==> src/rtl/alu_serial_port_pkg.sv <==
// rtl/alu_serial_port_pkg.sv - shared state encoding and default widths for the ALU serial port
package alu_serial_port_pkg;

    localparam int DEF_REG_BITS = 8;
    localparam int DEF_NSHIFT   = 2;

    typedef enum logic [1:0] {
        ST_IDLE   = 2'd0,
        ST_FETCH  = 2'd1,
        ST_STREAM = 2'd2,
        ST_DRAIN  = 2'd3
    } state_e;

endpackage

==> src/rtl/alu_serial_port_shift.sv <==
// rtl/alu_serial_port_shift.sv - two-byte register with byte-slot load and LSB-out NSHIFT-bit shift
module serial_shift_reg #(
    parameter int BYTE_W = 8,
    parameter int NSHIFT = 2
) (
    input  logic                  clk,
    input  logic                  reset,
    input  logic                  clear_i,
    input  logic                  load_en_i,
    input  logic                  load_slot_i,
    input  logic [BYTE_W-1:0]     load_byte_i,
    input  logic                  shift_en_i,
    input  logic [NSHIFT-1:0]     shift_in_i,
    output logic [2*BYTE_W-1:0]   data_o
);

    logic [2*BYTE_W-1:0] data_q, data_d;

    always_comb begin
        data_d = data_q;
        if (clear_i) begin
            data_d = '0;
        end else if (load_en_i) begin
            if (load_slot_i) begin
                data_d[2*BYTE_W-1:BYTE_W] = load_byte_i;
            end else begin
                data_d[BYTE_W-1:0] = load_byte_i;
            end
        end else if (shift_en_i) begin
            // New chunk enters at the top so the first chunk ends up in the low bits.
            data_d = {shift_in_i, data_q[2*BYTE_W-1:NSHIFT]};
        end
    end

    always_ff @(posedge clk) begin
        if (reset) begin
            data_q <= '0;
        end else begin
            data_q <= data_d;
        end
    end

    assign data_o = data_q;

endmodule

==> src/rtl/alu_serial_port.sv <==
// rtl/alu_serial_port.sv - byte <-> NSHIFT-bit serial bridge between memory and the ALU datapath
module alu_serial_port
    import alu_serial_port_pkg::*;
#(
    parameter int REG_BITS = DEF_REG_BITS,
    parameter int NSHIFT   = DEF_NSHIFT
) (
    input  logic                clk,
    input  logic                reset,
    input  logic                cmd_valid,
    output logic                cmd_ready,
    input  logic                cmd_pair,
    input  logic                cmd_fetch,
    input  logic                cmd_store,
    input  logic                in_valid,
    output logic                in_ready,
    input  logic [REG_BITS-1:0] in_data,
    output logic                out_valid,
    input  logic                out_ready,
    output logic [REG_BITS-1:0] out_data,
    output logic                stream_ready,
    input  logic                active,
    input  logic                op_done,
    output logic [NSHIFT-1:0]   data_in,
    input  logic [NSHIFT-1:0]   data_out,
    output logic                err
);

    localparam int W      = 2 * REG_BITS;
    localparam int STEP_W = $clog2(W / NSHIFT) + 1;

    state_e              state_q, state_d;
    logic [STEP_W-1:0]   step_cnt_q, step_cnt_d;
    logic [STEP_W-1:0]   steps_q, steps_d;
    logic [1:0]          byte_cnt_q, byte_cnt_d;
    logic                pair_q, pair_d;
    logic                store_q, store_d;
    logic                err_q, err_d;

    logic                op_clear, op_load, op_shift;
    logic                res_clear, res_shift;
    logic [1:0]          nbytes;
    logic [W-1:0]        operand_q;
    logic [W-1:0]        result_q;
    logic                unused_operand_hi;

    assign nbytes = pair_q ? 2'd2 : 2'd1;

    always_comb begin
        state_d      = state_q;
        step_cnt_d   = step_cnt_q;
        steps_d      = steps_q;
        byte_cnt_d   = byte_cnt_q;
        pair_d       = pair_q;
        store_d      = store_q;
        err_d        = err_q;
        cmd_ready    = 1'b0;
        in_ready     = 1'b0;
        out_valid    = 1'b0;
        stream_ready = 1'b0;
        op_clear     = 1'b0;
        op_load      = 1'b0;
        op_shift     = 1'b0;
        res_clear    = 1'b0;
        res_shift    = 1'b0;

        if (active && (state_q != ST_STREAM)) begin
            err_d = 1'b1;
        end

        case (state_q)
            ST_IDLE: begin
                cmd_ready = 1'b1;
                if (cmd_valid) begin
                    pair_d     = cmd_pair;
                    store_d    = cmd_store;
                    steps_d    = cmd_pair ? STEP_W'(W / NSHIFT) : STEP_W'(REG_BITS / NSHIFT);
                    op_clear   = 1'b1;
                    res_clear  = 1'b1;
                    byte_cnt_d = '0;
                    step_cnt_d = '0;
                    state_d    = cmd_fetch ? ST_FETCH : ST_STREAM;
                end
            end
            ST_FETCH: begin
                in_ready = 1'b1;
                if (in_valid) begin
                    op_load    = 1'b1;
                    byte_cnt_d = byte_cnt_q + 2'd1;
                    if ((byte_cnt_q + 2'd1) == nbytes) begin
                        byte_cnt_d = '0;
                        step_cnt_d = '0;
                        state_d    = ST_STREAM;
                    end
                end
            end
            ST_STREAM: begin
                stream_ready = 1'b1;
                if (active) begin
                    op_shift  = 1'b1;
                    res_shift = 1'b1;
                    if (step_cnt_q != '1) begin
                        step_cnt_d = step_cnt_q + STEP_W'(1);
                    end
                    if (op_done) begin
                        // A short or long op still exits; the mismatch is only flagged.
                        if ((step_cnt_q + STEP_W'(1)) != steps_q) begin
                            err_d = 1'b1;
                        end
                        byte_cnt_d = '0;
                        step_cnt_d = '0;
                        state_d    = store_q ? ST_DRAIN : ST_IDLE;
                    end
                end
            end
            ST_DRAIN: begin
                out_valid = 1'b1;
                if (out_ready) begin
                    byte_cnt_d = byte_cnt_q + 2'd1;
                    if ((byte_cnt_q + 2'd1) == nbytes) begin
                        byte_cnt_d = '0;
                        step_cnt_d = '0;
                        state_d    = ST_IDLE;
                    end
                end
            end
        endcase
    end

    always_ff @(posedge clk) begin
        if (reset) begin
            state_q    <= ST_IDLE;
            step_cnt_q <= '0;
            steps_q    <= '0;
            byte_cnt_q <= '0;
            pair_q     <= 1'b0;
            store_q    <= 1'b0;
            err_q      <= 1'b0;
        end else begin
            state_q    <= state_d;
            step_cnt_q <= step_cnt_d;
            steps_q    <= steps_d;
            byte_cnt_q <= byte_cnt_d;
            pair_q     <= pair_d;
            store_q    <= store_d;
            err_q      <= err_d;
        end
    end

    serial_shift_reg #(
        .BYTE_W (REG_BITS),
        .NSHIFT (NSHIFT)
    ) u_operand (
        .clk         (clk),
        .reset       (reset),
        .clear_i     (op_clear),
        .load_en_i   (op_load),
        .load_slot_i (byte_cnt_q[0]),
        .load_byte_i (in_data),
        .shift_en_i  (op_shift),
        .shift_in_i  ({NSHIFT{1'b0}}),
        .data_o      (operand_q)
    );

    serial_shift_reg #(
        .BYTE_W (REG_BITS),
        .NSHIFT (NSHIFT)
    ) u_result (
        .clk         (clk),
        .reset       (reset),
        .clear_i     (res_clear),
        .load_en_i   (1'b0),
        .load_slot_i (1'b0),
        .load_byte_i ({REG_BITS{1'b0}}),
        .shift_en_i  (res_shift),
        .shift_in_i  (data_out),
        .data_o      (result_q)
    );

    assign unused_operand_hi = ^operand_q[W-1:NSHIFT];

    assign data_in = (state_q == ST_STREAM) ? operand_q[NSHIFT-1:0] : '0;

    // A single byte lands in the upper half after REG_BITS/NSHIFT shifts.
    always_comb begin
        out_data = '0;
        if (state_q == ST_DRAIN) begin
            if (pair_q && (byte_cnt_q == 2'd0)) begin
                out_data = result_q[REG_BITS-1:0];
            end else begin
                out_data = result_q[W-1:REG_BITS];
            end
        end
    end

    assign err = err_q;

endmodule

==> config.mk <==
export PLATFORM = sky130hd
export DESIGN_NAME = alu_serial_port
export DESIGN_NICKNAME = d
export VERILOG_FILES = /design/src/rtl/alu_serial_port_pkg.sv /design/src/rtl/alu_serial_port_shift.sv /design/src/rtl/alu_serial_port.sv
export SDC_FILE = /design/constraint.sdc
export NUM_CORES = 1
export LEC_CHECK = 0
export ABC_AREA = 0
export CORE_MARGIN = 3
export CORE_UTILIZATION = 30
export DETAILED_ROUTE_END_ITERATION = 10
export SLEW_MARGIN = 10
export SYNTH_ARGS = -nofsm -noshare
export SYNTH_HDL_FRONTEND = slang
export SYNTH_HIERARCHICAL = 1
export SYNTH_SLANG_ARGS = --single-unit
export TNS_END_PERCENT = 1
==> constraint.sdc <==
create_clock -name clk -period 2.3 [get_ports clk]
set_clock_uncertainty 0.2 [all_clocks]
set_input_delay 0.46 -clock clk [delete_from_list [all_inputs] [get_ports clk]]
set_output_delay 0.46 -clock clk [all_outputs]
set_load 0.01 [all_outputs]
==> results.md, run 1 <==
- Post-route DRC violation count: 0
- First-pass GRT wire length: 9720 µm
- Global route overflow: 0
- CP peak stage delay: 0.32 ns
- Clk buf depth: 2
- Postcts setup bufs: 0
- PnR worst setup slack: 0.0820 ns
- Gpl congestion: 0.766
- Post-synthesis sequential area ratio: 35.4%
- Switching Power: 0.525 mW
- Die Footprint: 0.00943 mm²
- Count of different cell masters after synthesis: 43
- Synth top area share: 35.4%
- Syn Inst Count: 275
- Worst VDD drop: 0.000245 V
- Final nets: 352
- GRT Overall Usage: 12.0%
- CP arrival: 1.56 ns
- Final ANT Viol Nets: 0
- Utilization after layout: 39.6%
- Final Hold Fails: 0
- CP max FO: 8
- Synth area leader: dfxtp_1
- Iter 0 DRT Violations: 66
- Clock Pin Slew Worst Setup and Hold Paths: 0.09 ns
- Final setup violation count: 0
- PwrDens: 596 mW/mm²
- Die Ht: 97.1 µm
- Final period utilization: 96.4%
- DRT Wirelength: 5600 µm
- Area of the mapped netlist: 0.00249 mm²
- Dpl ws: -0.00741 ns
- Pleak: 1.13 nW
- Final Non-Filler Cells: 433
- Die W: 97.1 µm
- Area contributors post-synth: dfxtp_1 35%, mux2i_1 13%, a211oi_2 8.5%, a21oi_1 6.6%, a211oi_1 4.8%
- Layout fillers: 767
- Worst Path Required: 1.64 ns
- WL per Instance: 12.9 µm
- Dpl hpwl: 4090 µm
- Area of the multi-input gates: 0.00154 mm²
- Post-synth EDFFs: 0
- F_max: 451 MHz
- Post-Syn Area per Cell: 9.06 µm²
- Synth cell count leaders: 44 x dfxtp_1, 33 x a21oi_1, 33 x mux2i_1, 22 x nand2_1, 20 x nor2_1
- Async set-reset flop share out of synthesis: 0%
- Clk pwr share: 31.3%
- #FFs+latches synth: 44
- Post-CTS Hold Fix Bufs: 0
- Post-cts resize count: 12
- Outcome: complete, no violations
- H-tree depth: 2
- Diodes inserted: 0
- CTS root buf: clkbuf_8
- Register Area: 886 µm²
- RSZ-0062 raised after global routing: true
- Internal: 1.34 mW
- Largest net degree at the start of global routing: 20
- Critical path endpoint category: output port
- Vias/cell: 4.82
- Sw Share: 28.2%
- CP Buf/Inv Count: 3
- Core Box Area: 0.00789 mm²
- Dpl cells: 425
- Maxcap violations: 0
- Std-Cell Rows: 32
- I/O pin count: 35
- Critical path, cell by cell: inv_1 > ha_2 > buf_4 > nand3_1 > a21oi_2 > dlygate4sd2_1
- Port Buffers: 34
- Share of post-route cells with drive strength above 1: 19.3%
- P&R area growth vs syn: 25.3%
- Count leader, synth: dfxtp_1
- Most used DFF post-synth: dfxtp_1
- Pre-antenna DRT Iters: 4
- Clk sinks: 44
- Number of buffers created by CTS: 5
- HP Class: reg2reg
- Top Family by Delay on Critical Path: buffers and inverters
- Sequential share of power: 45.5%
- Number of global-route vias before repair: 2088
- Clock Latency Late Sink: 0.29 ns
- Crit Path Category: reg2out
- Comb power frac: 23.2%
- CP max-delay cell: dfxtp_1
- Period minus WS final: 2.22 ns
- Critical path startpoint category: register
- Yosys warns: 6
- Initial Utilization: 31.6%
- CTS tree: built
- Via count: 2089
- Initial antenna violation count: 0
- Slew Limit Fails: 0
==> cells by family after synthesis <==
kind of cell / count (synthesis) / synth area share (%)
compound gates: 81 / 24.1
simple gates: 80 / 15.9
mux: 37 / 15.5
buf+inv: 26 / 6.63
xor+xnor: 4 / 1.41
fa+ha+maj: 2 / 1.00
other cells: 1 / 0.151
flops: 44 / 35.4
==> power groups by stage <==
stage | logic (mW) | registers [mW] | clock network, mW
2_1_floorplan | 0.317 | 0.852 | 0
3_3_place_gp | 0.422 | 0.863 | 0
3_5_place_dp | 0.427 | 0.864 | 0
4_1_cts | 0.429 | 0.847 | 0.603
5_1_grt | 0.478 | 0.854 | 0.630
6_report | 0.431 | 0.848 | 0.583
==> flip-flops by register name, summed over array words and instances, names as in the netlist <==
signal / cells
store_q: 1
byte_cnt_q: 2
err: 1
state_q: 2
u_result/data_o: 16
step_cnt_q: 4
steps_q: 2
u_operand/data_o: 16
==> per-stage QoR <==
| stage | power [mW] | hold WS [ns] | TNS (ns) | area, µm² |
|---|---|---|---|---|
| floorplan | 1.17 | 0.244 | 0 | 2570 |
| global placement | 1.29 | 0.260 | -0.00294 | 3020 |
| detailed placement | 1.29 | 0.261 | -0.0126 | 3020 |
| CTS | 1.88 | 0.273 | 0 | 3130 |
| global route | 1.96 | 0.300 | -0.0769 | 3120 |
| finish | 1.86 | 0.269 | 0 | 3120 |
==> worst reg2reg max path, stage by stage, from the launching register on <==
cell and delay [ns]:
dfxtp_4 0.39, buf_4 0.17, inv_2 0.06, nor2_1 0.12, and2_1 0.23, mux2_2 0.48
a211oi_1 0.25
==> layout make-up <==
cell class	instances	area share [%]
Clock buffer	6	2.32
Clock inverter	2	1.12
Inverter	6	0.721
Multi-Input combinational cell	225	49.3
Sequential cell	44	28.4
Tap cell	102	4.09
Timing Repair Buffer	48	14.1
==> layer usage <==
metal,GRT usage [%],up-vias,wire length [µm]
met5,0,-,0
met4,1.94,0,18
met2,20.0,38,2490
met3,2.44,2,174
li1,-,1088,-
met1,16.3,961,2910
==> cell usage in the layout (no fill, tap or decap), types with 2 or more instances in the layout <==
master / netlist / layout
a21oi_1: 33 / 30
o21ai_0: 4 / 4
and2_4: 2 / 2
a211oi_1: 16 / 16
mux2_2: 3 / 3
xnor2_1: 2 / 2
and3_1: 3 / 3
clkdlybuf4s50_1: 0 / 24
o21ai_1: 3 / 3
buf_12: 0 / 2
clkbuf_8: 0 / 5
or2_1: 4 / 4
dlymetal6s2s_1: 0 / 2
nor3b_1: 2 / 2
nand2_1: 22 / 20
mux2i_1: 33 / 33
nand3_1: 13 / 13
a211oi_2: 17 / 17
inv_1: 4 / 4
dfxtp_1: 44 / 42
and2_1: 5 / 5
buf_4: 3 / 12
inv_2: 2 / 2
nor2_1: 20 / 20
clkbuf_2: 0 / 7
xor2_1: 2 / 2
nand2_2: 0 / 2
conb_1: 1 / 21
nor3_1: 2 / 2
a21oi_2: 1 / 4
==> path summary, 6_finish.rpt <==
check / start / endpoint / slack, ns / depth (start not counted)
min reg2reg: steps_q[2] / steps_q[2] / 0.27 / 2
min: steps_q[2] / steps_q[2] / 0.27 / 2
max: byte_cnt_q[0] / out_data[2] / 0.08 / 6
max reg2reg: state_q[0] / u_operand/data_o[12] / 0.31 / 6
Note: power is estimated with default switching activity, not from simulation.
==> inputs of run 2 (changes only) <==
--- a/config.mk
+++ b/config.mk
@@ -6,9 +6,11 @@
 export NUM_CORES = 1
 export LEC_CHECK = 0
 export ABC_AREA = 0
+export CAP_MARGIN = 20
 export CORE_MARGIN = 3
 export CORE_UTILIZATION = 30
 export DETAILED_ROUTE_END_ITERATION = 10
+export GPL_TIMING_DRIVEN = 0
 export SLEW_MARGIN = 10
 export SYNTH_ARGS = -nofsm -noshare
 export SYNTH_HDL_FRONTEND = slang
==> results.md, run 2 (synthesis gave the netlist of run 1 again) <==
- Outcome: complete, no violations
- RSZ-0062 raised after global routing: true
- Placed cell area: 0.00303 mm² (+0.41%)
- Most frequent cells in the layout: 40 x dfxtp_1, 33 x a21oi_1, 33 x mux2i_1
- Core Box Area: 0.00789 mm² (unchanged)
- WL per Instance: 13.5 µm (+4.3%)
- CTS tree: built
- I/O pin count: 35 (unchanged)
- Final nets: 356 (+1.1%)
- Post-route cell area: 0.00313 mm² (+0.32%)
- Port Buffers: 34 (unchanged)
- Gpl congestion: 0.793 (+3.6%)
- Die W: 97.1 µm (unchanged)
- CP peak stage delay: 0.39 ns (+0.07 ns)
- Largest net degree at the start of global routing: 13 (-35%)
- Global route overflow: 0 (unchanged)
- Pre-antenna DRT Iters: 4 (unchanged)
- Sequential share of power: 48.1% (+2.6 points)
- Post-CTS Hold Fix Bufs: 0 (unchanged)
- Least-Margin Pin Slew: 0.529 ns
- PwrDens: 561 mW/mm² (-5.9%)
- Layout fillers: 815 (+6.3%)
- P&R area growth vs syn: 25.7%
- Std-Cell Rows: 32 (unchanged)
- Most common cell after layout, fill and taps aside: dfxtp_1
- Initial antenna violation count: 0 (unchanged)
- Vias/cell: 4.82 (-0.12%)
- Final Hold Fails: 0 (unchanged)
- CP arrival: 1.58 ns (+0.02 ns)
- Clk pwr share: 26.4% (-4.9 points)
- Critical path startpoint category: register
- Post-route DRC violation count: 0 (unchanged)
- Via count: 2101 (+0.57%)
- Comb power frac: 25.6% (+2.4 points)
- Number of global-route vias before repair: 2061 (-1.3%)
- Share of post-route cells with drive strength above 1: 20.1% (+0.72 points)
- Hold WS: 0.272 ns (+0.00302 ns)
- Diodes inserted: 0 (unchanged)
- Critical path, cell by cell: inv_1 > ha_4 > nand2_4 > nand2_1 > a21oi_1 > clkdlybuf4s15_1
- Slew Limit Fails: 0 (unchanged)
- First-pass GRT wire length: 10000 µm (+3.2%)
- Clock Pin Slew Worst Setup and Hold Paths: 0.08 ns (about the same)
- Number of buffers created by CTS: 5 (unchanged)
- Period minus WS final: 2.24 ns (+0.0198 ns)
- Clk sinks: 44 (unchanged)
- Switching Power: 0.529 mW (+0.67%)
- Final period utilization: 97.3% (+0.86 points)
- CP max-delay cell: dfxtp_4
- Final setup violation count: 0 (unchanged)
- Clock Latency Late Sink: 0.29 ns (about the same)
- Crit Path Category: reg2out
- GRT Overall Usage: 12.7% (+0.67 points)
- Final ANT Viol Nets: 0 (unchanged)
- H-tree depth: 2 (unchanged)
- Worst VDD drop: 0.000318 V (+30%)
- Die Ht: 97.1 µm (unchanged)
- Internal: 1.23 mW (-8.1%)
- Maxcap violations: 0 (unchanged)
- Relative slew slack: 64.7%
- Clk buf depth: 2 (unchanged)
- Critical path endpoint category: output port
- Die Footprint: 0.00943 mm² (unchanged)
- CP max FO: 9 (+1)
- Sw Share: 30.1% (+1.9 points)
- CTS root buf: clkbuf_8
- HP Class: reg2reg
- Top Family by Delay on Critical Path: flip-flops
- F_max: 447 MHz (-0.89%)
- DRT Wirelength: 5880 µm (+5.0%)
- Dpl hpwl: 4180 µm (+2.1%)
- Initial Utilization: 31.6% (unchanged)
- Pleak: 1.14 nW (+0.31%)
- Iter 0 DRT Violations: 60 (-9.1%)
- CP Buf/Inv Count: 2 (-1)
- Worst Path Required: 1.64 ns (about the same)
==> run 2: path summary, 6_finish.rpt <==
check	start	end	slack, ns	cells past startpoint
setup / recovery	byte_cnt_q[0]	out_data[3]	0.06	6
hold reg to reg	byte_cnt_q[1]	byte_cnt_q[1]	0.27	2
hold / removal	byte_cnt_q[1]	byte_cnt_q[1]	0.27	2
setup reg to reg	state_q[0]	u_operand/data_o[12]	0.22	9
==> run 2: through the flow <==
step                      cells  util (%)  total power [mW]  TNS (ns)  setup WS, ns
after global routing        436      39.7              1.86   -0.0777       -0.0615
after detailed placement    431      38.5              1.30    -17.87        -0.691
after CTS                   436      39.7              1.77         0       0.00291
final                       436      39.7              1.76         0        0.0622
after floorplan             295         -              1.17         0         0.193
after global placement      431      38.5              1.29    -17.22        -0.690
==> run 2: final cells by class <==
class / count / area, µm² / share of cell area [%]
plain buffers: 17 / 144 / 4.59
clock buffers: 6 / 72.6 / 2.32
repair buffers: 35 / 315 / 10.1
multi-input cells: 225 / 1560 / 49.7
flip-flops and latches: 44 / 888 / 28.4
well taps: 102 / 128 / 4.08
inverters: 6 / 22.5 / 0.719
clock inverters: 1 / 5.00 / 0.160
==> run 2: worst min-delay path, stage by stage, from the launching register on <==
cell	delay, ns
dfxtp_1	0.31
nand3_1	0.06
a21oi_1	0.05
==> run 2: what timing repair did <==
| action | CTS | global route |
|---|---|---|
| resized for setup | 25 | 20 |
| setup buffers | 1 | 0 |
| pin swaps | 1 | 0 |
| endpoints found under the setup margin | 32 | 35 |
==> run 2: routing by layer <==
layer | routed length [µm] | vias to the layer above | track usage, %
li1 | - | 1094 | -
met1 | 2940 | 966 | 17.3
met2 | 2660 | 36 | 20.0
met3 | 215 | 5 | 3.09
met4 | 54 | 0 | 3.24
met5 | 0 | - | 0
==> run 2: power groups by stage <==
stage | Clock [mW] | Sequential (mW) | Combinational [mW]
6_report | 0.463 | 0.844 | 0.450
3_3_place_gp | 0 | 0.860 | 0.431
2_1_floorplan | 0 | 0.852 | 0.317
4_1_cts | 0.488 | 0.844 | 0.441
5_1_grt | 0.509 | 0.852 | 0.497
3_5_place_dp | 0 | 0.861 | 0.436
